`config.mk`:
```
export PLATFORM = sky130hd
export DESIGN_NAME = instr_fetch
export DESIGN_NICKNAME = d
export VERILOG_FILES = /design/src/rtl/instr_fetch.sv
export SDC_FILE = /design/constraint.sdc
export NUM_CORES = 1
export LEC_CHECK = 0
export CORE_UTILIZATION = 38
export CTS_BUF_LIST = sky130_fd_sc_hd__clkbuf_8
export DETAILED_ROUTE_END_ITERATION = 6
export GPL_ROUTABILITY_DRIVEN = 0
export MAX_ROUTING_LAYER = met4
export PLACE_DENSITY_LB_ADDON = 0.08
export SLEW_MARGIN = 10
export SYNTH_ARGS = -nofsm -noshare
export SYNTH_HDL_FRONTEND = slang
export SYNTH_SLANG_ARGS = --single-unit
```
`constraint.sdc`:
```
create_clock -name clk -period 2.3 [get_ports clk]
set_input_delay 0.46 -clock clk [delete_from_list [all_inputs] [get_ports clk]]
set_output_delay 0.46 -clock clk [all_outputs]
set_load 0.005 [all_outputs]
```
`src/rtl/instr_fetch.sv`:
```
// rtl/instr_fetch.sv - RV32I instruction fetch stage driving a 1-cycle-latency synchronous ROM
//
// Optional feature macro: FETCH_MISALIGN_EN
//   defined   : low PC bits of a redirect are kept, and out_misalign flags the fetch.
//   undefined : redirect_pc[1:0] is forced to zero, and there is no out_misalign port.
//
// Ports:
//   clk            in   rising-edge clock, shared with the ROM
//   resetb         in   asynchronous active-low reset
//   rom_addr       out  ROM port A word address, combinational from next_pc
//   rom_data       in   ROM port A registered read data (for the address of the previous cycle)
//   redirect_valid in   execute requests a PC change this cycle
//   redirect_pc    in   redirect target
//   out_valid      out  out_instr/out_pc valid for decode
//   out_ready      in   decode accepts this cycle
//   out_instr      out  fetched instruction (rom_data)
//   out_pc         out  PC of out_instr
//   out_misalign   out  fetch came from a misaligned redirect (FETCH_MISALIGN_EN only)

module instr_fetch #(
  parameter logic [31:0] RESET_PC  = 32'h0000_0000,
  parameter int          DEPTH_LOG = 12,
  parameter int          WIDTH     = 32
) (
  input  logic                 clk,
  input  logic                 resetb,
  output logic [DEPTH_LOG-1:0] rom_addr,
  input  logic [WIDTH-1:0]     rom_data,
  input  logic                 redirect_valid,
  input  logic [31:0]          redirect_pc,
  output logic                 out_valid,
  input  logic                 out_ready,
  output logic [WIDTH-1:0]     out_instr,
`ifdef FETCH_MISALIGN_EN
  output logic                 out_misalign,
`endif
  output logic [31:0]          out_pc
);

  typedef enum logic {
    IDLE = 1'b0,
    RUN  = 1'b1
  } state_t;

  state_t      state, state_nxt;
  logic        f2_valid, f2_valid_nxt;
  logic [31:0] f2_pc;
  logic [31:0] next_pc;
  logic [31:0] redirect_tgt;

`ifdef FETCH_MISALIGN_EN
  logic f2_misalign, f2_misalign_nxt;
  // Keep the full target so execute can see the faulting address.
  assign redirect_tgt = redirect_pc;
`else
  // Word-align the target; the stored PC is always a multiple of 4.
  assign redirect_tgt = redirect_pc & 32'hFFFF_FFFC;
`endif

  // next_pc is both the ROM address this cycle and the f2_pc value after
  // the edge, so the PC register and the ROM read can never disagree.
  always_comb begin
    state_nxt    = state;
    f2_valid_nxt = f2_valid;
    next_pc      = f2_pc;
`ifdef FETCH_MISALIGN_EN
    f2_misalign_nxt = f2_misalign;
`endif
    case (state)
      IDLE: begin
        next_pc      = redirect_valid ? redirect_tgt : RESET_PC;
        state_nxt    = RUN;
        f2_valid_nxt = 1'b1;
`ifdef FETCH_MISALIGN_EN
        f2_misalign_nxt = redirect_valid & (redirect_pc[1:0] != 2'b00);
`endif
      end
      RUN: begin
        if (redirect_valid) begin
          // Kill the instruction on rom_data and fetch the target.
          next_pc      = redirect_tgt;
          f2_valid_nxt = 1'b1;
`ifdef FETCH_MISALIGN_EN
          f2_misalign_nxt = (redirect_pc[1:0] != 2'b00);
`endif
        end else if (f2_valid && !out_ready) begin
          // Re-read the same word so rom_data stays stable across the stall.
          next_pc = f2_pc;
        end else begin
          next_pc = f2_pc + 32'd4;
`ifdef FETCH_MISALIGN_EN
          f2_misalign_nxt = 1'b0;
`endif
        end
      end
      default: begin
        state_nxt    = IDLE;
        f2_valid_nxt = 1'b0;
        next_pc      = RESET_PC;
      end
    endcase
  end

  always_ff @(posedge clk or negedge resetb) begin
    if (!resetb) begin
      state    <= IDLE;
      f2_valid <= 1'b0;
      f2_pc    <= RESET_PC;
`ifdef FETCH_MISALIGN_EN
      f2_misalign <= 1'b0;
`endif
    end else begin
      state    <= state_nxt;
      f2_valid <= f2_valid_nxt;
      f2_pc    <= next_pc;
`ifdef FETCH_MISALIGN_EN
      f2_misalign <= f2_misalign_nxt;
`endif
    end
  end

  // Indices beyond the ROM alias by truncation of the word address.
  assign rom_addr  = next_pc[DEPTH_LOG+1:2];

  // A redirect forces out_valid low the same cycle, so decode never
  // accepts the instruction being killed.
  assign out_valid = f2_valid & ~redirect_valid & (state == RUN);
  assign out_instr = rom_data;
  assign out_pc    = f2_pc;

`ifdef FETCH_MISALIGN_EN
  assign out_misalign = f2_misalign & out_valid;
`endif

endmodule

```
==> results of run 1 <==
-- metal layers --
layer / track usage, % / share of wire, % / vias to the layer above
met2: 29.7 / 45 / 69
met1: 28.9 / 47 / 965
li1: - / - / 1004
met3: 5.12 / 6.6 / 11
met4: 6.67 / 1.3 / 0
met5: - / 0 / -
-- final timing paths --
check	to	slack [ns]
max	rom_addr[5]	0.08
min	out_pc[14]$_DFFE_PN0P_	0.58
max reg2reg	out_pc[25]$_DFFE_PN0P_	0.16
min reg2reg	out_pc[31]$_DFFE_PN0P_	0.58
max in group asynchronous	out_pc[12]$_DFF_PN0_	1.41
min in group clk	out_pc[31]$_DFFE_PN0P_	0.58
-- worst reg2reg max path: cells and delay by family, from the launching register on --
kind / cells / cell delay [ns]
flip-flops: 1 / 0.42
buffers and inverters: 1 / 0.15
AO/OA/AOI/OAI: 2 / 0.26
AND/OR/NAND/NOR: 3 / 1.20
-- metrics by stage --
stage	TNS, ns	cells	util, %	hold slack (ns)	cell area, um2
6_report	0	406	55.8	0.579	3110
5_1_grt	0	406	55.8	0.605	3110
4_1_cts	0	404	55.9	0.580	3110
3_5_place_dp	-6.86	386	52.0	0.565	2900
3_3_place_gp	-7.04	386	52.0	0.560	2900
2_1_floorplan	0	266	-	0.164	2230
-- kinds of logic (layout without fill, tap and decap cells) --
kind of cell / Yosys count / in the layout
DFF: 32 / 32
adders and majority gates: 1 / 1
buffers and inverters: 58 / 126
AOI/OAI and AO/OA: 46 / 46
xor gates and xnor gates: 21 / 21
muxes: 1 / 1
other: 2 / 3
and+or+nand+nor: 104 / 104
-- sequential cells by signal, indices dropped and copies added, names as in the netlist --
name	flops
state	1
f2_valid	1
out_pc	30
-- power breakdown --
part / internal, uW / leakage [uW] / switching (uW)
clock network: 239 / 0.0000510 / 220
logic: 214 / 0.000810 / 138
registers: 602 / 0.000402 / 49.8
total: 1050 / 0.00126 / 407
-- timing repair --
action,4_1_cts,5_1_grt
buffers inserted,10,3
endpoints found under the setup margin,13,10
pin swaps,7,14
resized for setup,43,17
-- layout by cell type (no fill, tap or decap), types with 5 or more instances in the layout --
cell	n
nor4_1	6
nand2_1	45
o21ai_0	12
xnor2_1	16
a21oi_1	6
nor3_1	5
clkbuf_8	6
o31ai_1	5
clkdlybuf4s50_1	64
clkbuf_2	6
dfrtp_1	32
xor2_1	5
buf_4	37
nand4_1	6
nand3_1	7
o21ai_1	13
-- cell type report --
cell class	instances	area (um2)
Clock buffer	6	82.6
Clock inverter	2	10.0
Fill cell	566	2460
Inverter	4	15.0
Multi-Input combinational cell	176	1110
Sequential cell	32	801
Tap cell	72	90.1
Timing Repair Buffer	114	1010
==> summary.md, run 1 <==
| Metric | Value |
|---|---|
| Ant diodes | 0 |
| Sequential fraction of the synthesis area | 36.0% |
| #FFs+latches synth | 32 |
| Chip height | 78.5 um |
| Ys flop type | dfrtp_1 |
| Buffers and inverters on the worst path | 3 |
| Critical path's top delay family | buffers and inverters |
| Pre-CTS setup slack | -0.640 ns |
| Via count of the first global-routing pass | just under 2000 |
| PnR Total Power | roughly 1500 uW |
| Synth Area in Simple Gates | approximately a quarter |
| Mux cell area share after synthesis | less than 1% |
| Cells after Synth | about 270 |
| Synth top area cells | dfrtp_1, buf_4, nand2_1 |
| Critical path class | reg2out |
| Slowest cell delay on critical path | ~0.42 ns |
| Initial antenna violation count | 0 |
| CP Capture Type | output port |
| Initial cell density of the core | between 30% and 40% |
| Area leader, netlist | dfrtp_1 |
| Chip Width | between 70 and 80 um |
| Max clock buf depth | 2 |
| Critical path's slowest cell | dfrtp_1 |
| Leak Pwr | about 0.0013 uW |
| Largest net degree at the start of global routing | 33 |
| Max_cap viols | 0 |
| CTS tree | built |
| Root buffer cell | clkbuf_8 |
| Number of synthesized flops with an enable pin | 0 |
| Final setup margin | roughly 0.081 ns |
| Critical Path AT | 1.76 ns |
| Yosys cell types | 37 |
| Worst-path clk slew | ~0.08 ns |
| Post-Synth Adder-Cell Area | less than 1% |
| Fin crit share | 96.5% |
| Synth top area share | a little over a third |
| Avg Inst Size Synth | 8.40 um2 |
| Synthesis-to-layout area growth | 39.7% |
| Final HPWL DP | roughly 4400 um |
| Post-Syn Area | 2230 um2 |
| Antenna viol nets, final | 0 |
| Num CTS Buffers | 5 |
| Synth Area in XOR/XNOR | between 8 and 9% |
| Worst path cell trace | nand2b_4 > nand4_1 > buf_4 > buf_4 > nor2_2 > xnor2_1 > o21ai_1 > buf_2 |
| Pre-Repair DR Iteration Count | 4 |
| Sink Count | 32 |
| Clock Latency Late Sink | 0.29 ns |
| Initial DRC count | 71 |
| Compound-gate portion of the synthesized area | a little under an eighth |
| # hold bufs at CTS | 0 |
| Total track usage | a little over a fifth |
| Fin. Hold Viols | 0 |
| Final Max Slew Viols | 0 |
| Clock Skew | ~0.010 ns |
| Global route total overflow | 0 |
| Reg2Reg Depth | 6 |
| CP Depth | 8 |
| Critical path origin | f2_valid$_DFFE_PN0P_ |
| Layout cells sized above 1 | a little over a fifth |
| Cell Rows | 27 |
| Setup violators final | 0 |
| Min-Delay Path Class | in2async |
| Post-synth top cells | buf_4, nand2_1, dfrtp_1, o21ai_0, xnor2_1 |
| Critical path required time | around 1.8 ns |
| Peak supply drop | between 0.0002 and 0.0003 V |
| Port Buf Inserts | 76 |
| Cell mode on critical path | buf_4 |
| Share of flip-flops with an asynchronous set or reset | 100% |
| Die area | just over 6000 um2 |
| Pwr dens | 470 nW/um2 |
| Drc violations | 0 |
| Vias post-DR | between 2000 and 2500 |
| Core box area | around 5600 um2 |
| Main combinational cell family by area after synthesis | simple AND/OR/NAND/NOR gates |
| Global-route wire length before repair | slightly below 10000 um |
| H-tree levels | 2 |
| Setup crit start kind | flip-flop |
| F_max | ~450 MHz |
| Yosys Warn Count | 0 |
| Final nets | about 400 |
| Vias per cell | 5.05 |
| R2r startpoint | f2_valid$_DFFE_PN0P_ |
| Max Fanout on Critical Path | 4 |
| Top Ports | around 150 |
| Period minus WS final | between 2 and 2.5 ns |
| Status | completed |
| Routed length per placed instance | between 10 and 15 um |
| RSZ-0062 raised after global routing | false |
| Wirelength, routed | ~6000 um |
Note: power is estimated with default switching activity, not from simulation.
==> run 2: changes to the inputs <==
--- a/config.mk
+++ b/config.mk
@@ -5,6 +5,7 @@
 export SDC_FILE = /design/constraint.sdc
 export NUM_CORES = 1
 export LEC_CHECK = 0
+export CORE_ASPECT_RATIO = 0.6
 export CORE_UTILIZATION = 38
 export CTS_BUF_LIST = sky130_fd_sc_hd__clkbuf_8
 export DETAILED_ROUTE_END_ITERATION = 6
==> run 2 against run 1 <==
Against the previous run: clock power shrank 1%; sequential power is essentially flat; flip-flop and latch count is the same; hold slack lost 0.0032 ns; setup slack lost 0.060 ns; sequential share of layout area shrank 0.79 points.
==> summary.md, run 2 (same netlist as run 1, synthesis figures left out) <==
| Metric | Value |
|---|---|
| Net Sw Frac | 28.2% (+0.31 points) |
| Commonest non-fill, non-tap cell in the layout | clkdlybuf4s50_1 |
| Setup violators final | 0 (unchanged) |
| Internal | 1070 uW (+1.7%) |
| Final Max Slew Viols | 0 (unchanged) |
| Hold wc startpoint | f2_valid$_DFFE_PN0P_ |
| Cell Rows | 21 (-22%) |
| Max_cap viols | 0 (unchanged) |
| Status | completed |
| Critical path class | reg2out |
| Drc violations | 0 (unchanged) |
| CTS tree | built |
| Clock Latency Late Sink | 0.29 ns (about the same) |
| Antenna viol nets, final | 0 (unchanged) |
| F_max | 439 MHz (-2.6%) |
| Final HPWL DP | 4660 um (+6.8%) |
| Synthesis-to-layout area growth | 44.2% |
| Total track usage | 23.4% (+2.5 points) |
| Die area | 6180 um2 (+0.16%) |
| Worst-path clk slew | 0.07 ns (about the same) |
| Most frequent cells in the layout | clkdlybuf4s50_1, nand2_1, buf_4 |
| Vias per cell | 5.05 (about the same) |
| Max Fanout on Critical Path | 3 (-1) |
| Logic pwr share | 25.9% (+1.8 points) |
| Core box area | 5600 um2 (+0.40%) |
| Critical path required time | 1.84 ns (about the same) |
| PnR Total Power | 1490 uW (+2.2%) |
| Flop pwr share | 43.8% (-0.8 points) |
| Port Buf Inserts | 76 (unchanged) |
| Initial antenna violation count | 0 (unchanged) |
| Global route total overflow | 0 (unchanged) |
| Chip height | 61.3 um (-22%) |
| Sink Count | 32 (unchanged) |
| Max clock buf depth | 2 (unchanged) |
| DP Area | 2970 um2 (+2.3%) |
| H-tree levels | 2 (unchanged) |
| Final Instance Area | 3210 um2 (+3.2%) |
| Routed length per placed instance | 15.9 um (+8.4%) |
| Critical Path AT | 1.82 ns (+0.06 ns) |
| Worst hold path depth | 1 |
| Reg2Reg Depth | 8 (+2) |
| Vias post-DR | 2111 (+3.0%) |
| Switching power | 421 uW (+3.3%) |
| Min-Delay Path Class | reg2reg |
| Hold WS | 0.576 ns (-0.00319 ns) |
| Via count of the first global-routing pass | 1990 (+2.0%) |
| Num CTS Buffers | 5 (unchanged) |
| Setup_tns | 0 ns (unchanged) |
| Global-route wire length before repair | 10300 um (+5.5%) |
| Fin crit share | 99.1% (+2.6 points) |
| Period minus WS final | 2.28 ns (+0.0595 ns) |
| Hold Path End | f2_valid$_DFFE_PN0P_ |
| Pre-Repair DR Iteration Count | 4 (unchanged) |
| Setup crit start kind | flip-flop |
| Fin. Hold Viols | 0 (unchanged) |
| Top Ports | 145 (unchanged) |
| Clock Skew | 0.0101 ns (-0.0000291 ns) |
| # hold bufs at CTS | 0 (unchanged) |
| Ant diodes | 0 (unchanged) |
| R2r endpoint | out_pc[30]$_DFFE_PN0P_ |
| Flip-flop count of the largest register after layout | 30 (unchanged) |
| Leak Pwr | 0.00132 uW (+4.6%) |
| Largest net degree at the start of global routing | 33 (unchanged) |
| Layout cells sized above 1 | 22.8% (+0.92 points) |
| CP Capture Type | output port |
| RSZ-0062 raised after global routing | true |
| Initial DRC count | 87 (+23%) |
| R2r startpoint | out_pc[3]$_DFF_PN0_ |
| Clock Power Share | 30.3% (-1.1 points) |
| Initial cell density of the core | 39.8% (-0.16 points) |
| Reg2reg setup slack | 0.11 ns (-0.05 ns) |
| Wirelength, routed | 6660 um (+12%) |
| Final nets | 406 (+1.0%) |
| Pwr dens | 466 nW/um2 (-0.97%) |
| Root buffer cell | clkbuf_8 |
| Peak supply drop | 0.000213 V (-22%) |
| Chip Width | 101 um (+28%) |
run 2: what timing repair did:
item / 4_1_cts / 5_1_grt
gates resized for setup: 53 / 19
gates cloned: 1 / 0
setup endpoints to repair: 13 / 11
buffers inserted: 4 / 6
pin swaps: 11 / 13
run 2: layout make-up:
class / instances / area, um2
inverter: 4 / 15.0
clock buffer: 6 / 82.6
timing repair buffer: 118 / 1080
tap: 80 / 100
multi-input combinational: 176 / 1120
clock inverter: 2 / 7.51
fill: 537 / 2390
sequential: 32 / 801
run 2: metal layers:
metal  part of all wire, %  global-route usage (%)  vias to the layer above
li1                      -                       -                     1023
met1                    52                    35.0                      970
met2                    37                    29.8                       98
met3                   8.5                    5.45                       20
met4                   1.6                    8.70                        0
met5                     0                       -                        -
run 2: worst max-delay path, cell delays in order (launching register included):
cell and delay, ns:
dfrtp_1 0.36, and4_4 0.27, nand3_2 0.13, nor3_2 0.22, xnor2_1 0.09, o31ai_1 0.28, buf_2 0.17
run 2: power groups by stage:
stage / logic, uW / registers, uW / clock network [uW]
3_5_place_dp: 361 / 663 / 0
5_1_grt: 422 / 661 / 484
6_report: 387 / 655 / 452
4_1_cts: 376 / 652 / 459
3_3_place_gp: 363 / 664 / 0
2_1_floorplan: 170 / 664 / 0
run 2: worst max path at each step:
stage,startpoint,end,slack (ns)
after floorplan,out_ready,rom_addr[10],0.11
after global placement,out_ready,rom_addr[5],-0.71
after detailed placement,out_ready,rom_addr[5],-0.74
after CTS,out_pc[3]$_DFF_PN0_,rom_addr[5],-0.1
after global routing,out_pc[3]$_DFF_PN0_,rom_addr[4],-0.08
final,out_pc[5]$_DFF_PN0_,rom_addr[10],0.02
run 2: metrics by stage:
stage,instances,utilization [%],worst slack [ns]
4_1_cts,413,56.3,-0.0999
2_1_floorplan,266,-,0.111
6_report,418,57.3,0.0218
5_1_grt,418,57.3,-0.0848
3_5_place_dp,400,53.0,-0.735
3_3_place_gp,400,53.0,-0.714
